[config.mk]
export PLATFORM = sky130hd
export DESIGN_NAME = gamma_interp_10bit
export DESIGN_NICKNAME = d
export VERILOG_FILES = /design/src/rtl/spr_gamma_pkg.sv /design/src/rtl/gamma_lut_33x10.sv /design/src/rtl/gamma_interp_10bit.sv
export SDC_FILE = /design/constraint.sdc
export NUM_CORES = 1
export LEC_CHECK = 0
export BUFFER_PORTS_ARGS = -buffer_cell sky130_fd_sc_hd__buf_2
export CAP_MARGIN = 15
export CORE_MARGIN = 2
export CORE_UTILIZATION = 30
export CTS_BUF_LIST = sky130_fd_sc_hd__clkbuf_16
export CTS_CLUSTER_SIZE = 16
export DETAILED_ROUTE_END_ITERATION = 7
export SLEW_MARGIN = 15
export SYNTH_ARGS = -nofsm -noshare
export SYNTH_HDL_FRONTEND = slang
export SYNTH_HIERARCHICAL = 1
export SYNTH_SLANG_ARGS = --single-unit
[constraint.sdc]
create_clock -name clk -period 7.53 [get_ports clk]
set_input_delay 1.1295 -clock clk [delete_from_list [all_inputs] [get_ports clk]]
set_output_delay 1.1295 -clock clk [all_outputs]
set_load 0.02 [all_outputs]
[src/rtl/spr_gamma_pkg.sv]
// Shared constants for the 10-bit gamma interpolator: level boundaries,
// LUT geometry and the segment-span to shift mapping.
package spr_gamma_pkg;

  localparam int LUT_DEPTH = 33;
  localparam int DW        = 10;
  localparam int IDX_W     = 5;
  localparam int SPAN_W    = 11;

  // Segment boundaries on the 8-bit scale; segments are 4, 2, 4, 8 or 16 levels wide.
  localparam int unsigned LEVEL [LUT_DEPTH] = '{
      0,   4,   8,  12,  16,  20,  24,  28,  32,  36,  40,  44,
     46,  50,  54,
     62,  70,  78,  86,  94, 102, 110, 118, 126,
    142, 158, 174, 190, 206, 222, 238, 254,
    256
  };

  typedef struct packed {
    logic       legal;
    logic [2:0] shift;
  } span_shift_t;

  function automatic span_shift_t span_to_shift(input logic [SPAN_W-1:0] span10);
    span_shift_t r;
    r = '0;
    case (span10)
      11'd8:   r = '{legal: 1'b1, shift: 3'd3};
      11'd16:  r = '{legal: 1'b1, shift: 3'd4};
      11'd32:  r = '{legal: 1'b1, shift: 3'd5};
      11'd64:  r = '{legal: 1'b1, shift: 3'd6};
      default: r = '0;
    endcase
    return r;
  endfunction

  function automatic logic [DW-1:0] identity_value(input int k);
    int unsigned v;
    v = LEVEL[k] * 4;
    if (v > 1023) v = 1023;
    return DW'(v);
  endfunction

endpackage

[src/rtl/gamma_lut_33x10.sv]
// Gamma LUT register array: one synchronous write port, two combinational
// read ports, loaded with the identity curve on reset.
module gamma_lut_33x10
  import spr_gamma_pkg::*;
#(
  parameter int DEPTH = LUT_DEPTH,
  parameter int WIDTH = DW,
  parameter int AW    = $clog2(DEPTH)
) (
  input  logic             clk,
  input  logic             rst,
  input  logic             we,
  input  logic [AW-1:0]    waddr,
  input  logic [WIDTH-1:0] wdata,
  input  logic [AW-1:0]    raddr0,
  input  logic [AW-1:0]    raddr1,
  output logic [WIDTH-1:0] rdata0,
  output logic [WIDTH-1:0] rdata1
);

  logic [WIDTH-1:0] mem [DEPTH];

  // NOTE: this array is deliberately reset -- the identity curve must be live
  // straight out of reset -- so it maps to flops, not a RAM macro.
  always_ff @(posedge clk) begin
    if (rst) begin
      for (int k = 0; k < DEPTH; k++) mem[k] <= WIDTH'(identity_value(k));
    end else if (we && (int'(waddr) < DEPTH)) begin
      mem[waddr] <= wdata;
    end
  end

  // Reads see the pre-write contents when addressing a location written this cycle.
  assign rdata0 = mem[raddr0];
  assign rdata1 = mem[raddr1];

endmodule

[src/rtl/gamma_interp_10bit.sv]
// Three-stage piecewise-linear gamma interpolator between adjacent LUT points,
// with sync signals delayed to stay aligned with the result.
module gamma_interp_10bit #(
  parameter int LUT_DEPTH = 33,
  parameter int DW        = 10
) (
  input  logic          clk,
  input  logic          rst,
  input  logic          i_hs,
  input  logic          i_vs,
  input  logic          en,
  input  logic [4:0]    idx,
  input  logic [DW-1:0] pixel_in,
  input  logic [7:0]    lowLevel,
  input  logic [8:0]    highLevel,
  input  logic          lut_we,
  input  logic [5:0]    lut_addr,
  input  logic [DW-1:0] lut_wdata,
  output logic [DW-1:0] gamma_out,
  output logic          out_valid,
  output logic          o_hs,
  output logic          o_vs
);

  import spr_gamma_pkg::span_shift_t;
  import spr_gamma_pkg::span_to_shift;

  localparam int DELTA_W = 6;
  localparam int SPAN_W  = 11;
  localparam int PROD_W  = 18;

  logic          v0;
  logic [DW-1:0] lut_l0, lut_l1;

  // Stage 1
  logic               v1, hs1, vs1;
  logic [DW-1:0]      l0_1, l1_1;
  logic [DELTA_W-1:0] delta_1;
  logic [SPAN_W-1:0]  span_1;

  // Stage 2
  logic                     v2, hs2, vs2;
  logic [DW-1:0]            l0_2;
  logic signed [PROD_W-1:0] prod_2;
  span_shift_t              sh_2;

  logic signed [DW:0]       diff_1;
  logic signed [PROD_W-1:0] prod_next;
  logic signed [PROD_W-1:0] bias;
  logic signed [PROD_W-1:0] rounded;
  logic [DW-1:0]            gamma_next;

  assign v0 = en & i_hs & i_vs;

  gamma_lut_33x10 #(
    .DEPTH (LUT_DEPTH),
    .WIDTH (DW)
  ) u_lut (
    .clk    (clk),
    .rst    (rst),
    .we     (lut_we),
    .waddr  (lut_addr),
    .wdata  (lut_wdata),
    .raddr0 ({1'b0, idx}),
    .raddr1 (6'(idx) + 6'd1),
    .rdata0 (lut_l0),
    .rdata1 (lut_l1)
  );

  // NOTE: every signal driven here gets a value on every path, so no latches form.
  always_comb begin
    diff_1     = $signed({1'b0, l1_1}) - $signed({1'b0, l0_1});
    prod_next  = PROD_W'(diff_1) * PROD_W'($signed({1'b0, delta_1}));
    // Half-LSB bias for round-to-nearest; the value is ignored for illegal spans.
    bias       = PROD_W'(1) <<< (sh_2.shift - 3'd1);
    rounded    = (prod_2 + bias) >>> sh_2.shift;
    gamma_next = l0_2;
    if (sh_2.legal) gamma_next = DW'($signed({{(PROD_W-DW){1'b0}}, l0_2}) + rounded);
  end

  // NOTE: non-blocking assignments let every stage sample the previous stage's
  // old value at the same edge, which is what makes this a pipeline.
  always_ff @(posedge clk) begin
    if (rst) begin
      v1        <= 1'b0;
      hs1       <= 1'b0;
      vs1       <= 1'b0;
      l0_1      <= '0;
      l1_1      <= '0;
      delta_1   <= '0;
      span_1    <= '0;
      v2        <= 1'b0;
      hs2       <= 1'b0;
      vs2       <= 1'b0;
      l0_2      <= '0;
      prod_2    <= '0;
      sh_2      <= '0;
      gamma_out <= '0;
      out_valid <= 1'b0;
      o_hs      <= 1'b0;
      o_vs      <= 1'b0;
    end else begin
      v1        <= v0;
      hs1       <= i_hs;
      vs1       <= i_vs;
      l0_1      <= lut_l0;
      l1_1      <= lut_l1;
      delta_1   <= DELTA_W'(pixel_in - DW'({lowLevel, 2'b00}));
      span_1    <= {9'(highLevel - {1'b0, lowLevel}), 2'b00};

      v2        <= v1;
      hs2       <= hs1;
      vs2       <= vs1;
      l0_2      <= l0_1;
      prod_2    <= prod_next;
      sh_2      <= span_to_shift(span_1);

      out_valid <= v2;
      o_hs      <= hs2;
      o_vs      <= vs2;
      gamma_out <= v2 ? gamma_next : '0;
    end
  end

endmodule

==> metrics list <==
- The flow ran to the end, and the final reports show no timing, DRC or antenna violations.
* Global-route wire length before repair: 162 mm
* Tightest slew margin relative to the limit: 16.0%
* Num ports: 67
* Leading cell types by total area after synthesis: sky130_fd_sc_hd__edfxtp_1 48%, sky130_fd_sc_hd__mux4_2 15%, sky130_fd_sc_hd__dfxtp_1 4.3%, sky130_fd_sc_hd__and2_1 4.1%, sky130_fd_sc_hd__mux2i_1 4.1%
* Post-Syn Area per Cell: 14.3 um2
- HP Start: vs2$_SDFF_PP0_
- Least-Margin Pin Slew: 1.25 ns
- The worst-case IR drop observed on VDD is 0.205 mV.
- Clock buffer depth: 3
- Entering global routing, the biggest net connects 72 pins.
- Shortest period the worst path allows: 6.55 ns
* Number of fill cells in the layout: 12900
* Total number of placement rows: 133
- After the first detailed-routing iteration, the DRC count stood at 2521.
- In this run, post-CTS repair resized a total of 0 instances.
- Deepest level of the CTS H-tree: 3
- Of the total synthesized cell area, the portion taken by AND, OR, NAND and NOR gates is 10.8%.
* Final worst clock skew: 0.0273 ns
- Global route total overflow: 0
* Worst-path maximum fanout: 6
- The number of antenna violations at the first check in global routing came to 10.
- Count of unique library cells instantiated by Yosys: 82
- Clock insertion delay at the later pin of the skew report: 0.68 ns
* TritonCTS clock tree: done
* RSZ-0062 raised after global routing: false
* Total Die Area: 135000 um2
* Reg2Reg Launch Point: l0_1[1]$_SDFF_PP0_
- At the end of routability-driven placement, the weighted congestion stood at 0.820.
* Final slew viol count: 0
* Post-route ant nets: 0
- Via density per instance: 5.07
- Type of the worst setup path: flop to flop
* Portion of total power attributed to the clock network: 33.8%
* Total global routing track utilization: 16.0%
- Dominant combinational cell family by area after synthesis: multiplexers
- Leading cell types in the layout, fill and taps excluded: 640 x sky130_fd_sc_hd__edfxtp_1, 312 x sky130_fd_sc_hd__conb_1, 270 x sky130_fd_sc_hd__mux4_2
* Clock Root Buffer: sky130_fd_sc_hd__clkbuf_16
- The largest total area in the synthesized netlist belongs to sky130_fd_sc_hd__edfxtp_1.
- Final setup violation count: 0
- Dominant synthesized flop cell: sky130_fd_sc_hd__edfxtp_1
- At the worst endpoint, the required time is 8.06 ns.
- CTS Buf Count: 78
* Final Total Pwr: 0.0115 W
* Fraction of layout instances using a drive strength above 1: 19.3%
- Number of synthesized flops with an enable pin: 640
- Counting every instance in the synthesized netlist gives 2775.
* Xor/xnor share of the synthesized area: 1.30%
- Sequential cells burn 42.3% of the power.
- Number of hold buffers added after cts: 0
* Startpoint of the worst setup timing path: l0_1[1]$_SDFF_PP0_
- CP most frequent cell: sky130_fd_sc_hd__fa_1
- Internal cell power: 0.00814 W
- After the flow finishes, the layout carries non-filler instances totaling 4893.
- Max-cap viol count: 0
* Mapped cell area: 39700 um2
- Vias in the first global route: 25100
- On the worst path, the slowest cell contributes a delay of 0.66 ns.
* Post-Place Cells: 4746
* Synthesis Warnings: 6
- The library cell used most frequently in the layout, excluding fill and tap cells, is sky130_fd_sc_hd__edfxtp_1.
- STA classifies the critical path endpoint as a flop.
- Detailed placement finished with a half-perimeter wire length of 70.9 mm.
- Routed wire length: 109 mm
- Derived from the worst setup path, the maximum achievable clock frequency is 0.153 GHz.
- Core area: 131000 um2
- During placement, the flow inserted port buffers numbering 62.
- The worst setup path is launched from a flop.
- The pre-antenna-repair detailed-routing pass consisted of 7 iterations.
- Leak pwr: 16.6 nW
* Net switching power of the design: 0.00335 W
- Measured along the y axis, the die boundary spans 368 um.
- Worst EP arrival: 7.08 ns
- Per report_power, the combinational group accounts for 23.9% of the total.
* Detailed-route DRC error count: 0
- The worst path uses 87.0% of the clock period.
- Multiplexer cells account for 21.0% of the synthesized area.
* Proportion of synthesized chip area in sequential cells: 52.7%
- Number of clock sinks: 725
- Setup TNS: 0 ns
- Slowest CP cell: sky130_fd_sc_hd__o311ai_1
* Cell class contributing the biggest share of worst-path delay: adder cells
* Postcts setup bufs: 0
- Switching part of the total power: 29.2%
* Share of synthesized registers carrying an async set or reset: 0%
- Starting utilization of the core area: 30.2%
* Routed length per placed instance: 22.4 um
- In this run the horizontal extent of the chip is 368 um.
* Compound-gate portion of the synthesized area: 5.76%
- Clock-pin slew was measured on the worst setup and hold paths at 0.06 ns.
* Final Hold Slack: 0.440 ns
- Register bit total from synthesis: 725
* Share of the synthesized area in the top cell type: 48.4%
- Compared with the post-synthesis result, the final layout area differs by 14.6%.
- Synthesized-area fraction occupied by adder cells: 4.85%
- Number of hold-slack violations in the final timing report: 0
- The routed layout has 24800 vias.
- Power per standard cell area: 253 nW/um2
- Buf/Inv on CP: 3
* Final #Nets: 3249
- The tightest min-delay check is of the flop to flop type.
==> Yosys cell counts (13+ instances only) <==
master and instances:
sky130_fd_sc_hd__fa_1 50, sky130_fd_sc_hd__mux2_2 34, sky130_fd_sc_hd__buf_4 18, sky130_fd_sc_hd__o22ai_1 15, sky130_fd_sc_hd__nand2_1 43, sky130_fd_sc_hd__a21o_1 14
sky130_fd_sc_hd__nor3_1 13, sky130_fd_sc_hd__edfxtp_1 640, sky130_fd_sc_hd__o221ai_1 16, sky130_fd_sc_hd__inv_1 101, sky130_fd_sc_hd__a22oi_1 37, sky130_fd_sc_hd__nand2b_1 14
sky130_fd_sc_hd__ha_1 74, sky130_fd_sc_hd__nor2b_1 62, sky130_fd_sc_hd__or3_1 125, sky130_fd_sc_hd__and2_1 262, sky130_fd_sc_hd__a21oi_1 64, sky130_fd_sc_hd__clkbuf_1 122
sky130_fd_sc_hd__dfxtp_1 85, sky130_fd_sc_hd__o21ai_0 36, sky130_fd_sc_hd__nor2_1 135, sky130_fd_sc_hd__mux4_2 270, sky130_fd_sc_hd__nand3_1 16, sky130_fd_sc_hd__or2_2 49
sky130_fd_sc_hd__a211oi_1 21, sky130_fd_sc_hd__xnor2_1 45, sky130_fd_sc_hd__buf_2 45, sky130_fd_sc_hd__mux2i_1 161
==> final cells by class <==
type,count,area [um2],area share [%]
sequential,725,20900,46.0
multi-input combinational,2046,18600,40.9
tap,1755,2200,4.83
clock buffer,81,2030,4.46
timing repair buffer,116,788,1.73
clock inverter,63,552,1.21
inverter,104,398,0.875
antenna,3,7.51,0.0165
==> power groups by stage <==
stage	Sequential (W)	Clock, W	Combinational, W
3_5_place_dp	0.00495	0	0.00274
5_1_grt	0.00490	0.00413	0.00305
3_3_place_gp	0.00493	0	0.00272
2_1_floorplan	0.00486	0	0.00211
6_report	0.00486	0.00389	0.00274
4_1_cts	0.00486	0.00399	0.00275
==> per-layer routing <==
layer	part of all wire (%)	track usage, %	wire length, um
met1	42	21.2	45500
met2	47	26.1	51500
met3	7.3	2.88	7980
met4	4.0	6.22	4370
met5	0.047	0	51
==> flip-flops by register name (all words and copies together) (netlist names), 4 cells and up <==
| signal | cells |
|---|---|
| delta_1 | 6 |
| l0_2 | 10 |
| u_lut/mem | 640 |
| prod_2 | 17 |
| span_1 | 9 |
| l1_1 | 10 |
| gamma_out | 10 |
| sh_2 | 4 |
| l0_1 | 10 |
==> metrics by stage <==
step                      instance area (um2)  utilization [%]  setup slack (ns)
after floorplan                         40900                -              1.74
after global routing                    45500             34.6             0.488
after CTS                               45500             34.6             0.946
final                                   45500             34.6             0.980
after detailed placement                42900             32.6             0.948
after global placement                  42900             32.6              1.02
==> path summary, 6_finish.rpt <==
path / slack (ns) / depth (start not counted) / end
max: 0.98 / 25 / prod_2[16]$_SDFF_PP0_
min: 0.44 / 1 / o_vs$_SDFF_PP0_
max reg2reg: 0.98 / 25 / prod_2[16]$_SDFF_PP0_
min reg2reg: 0.44 / 1 / o_vs$_SDFF_PP0_
==> cells by family after synthesis <==
logic type | Yosys count
XOR/XNOR | 58
adder cells (fa/ha/maj) | 124
AO/OA/AOI/OAI | 322
buffers and inverters | 314
multiplexers | 475
AND/OR/NAND/NOR | 755
flip-flops | 725
other | 2
(Power assumes the default switching activity.)
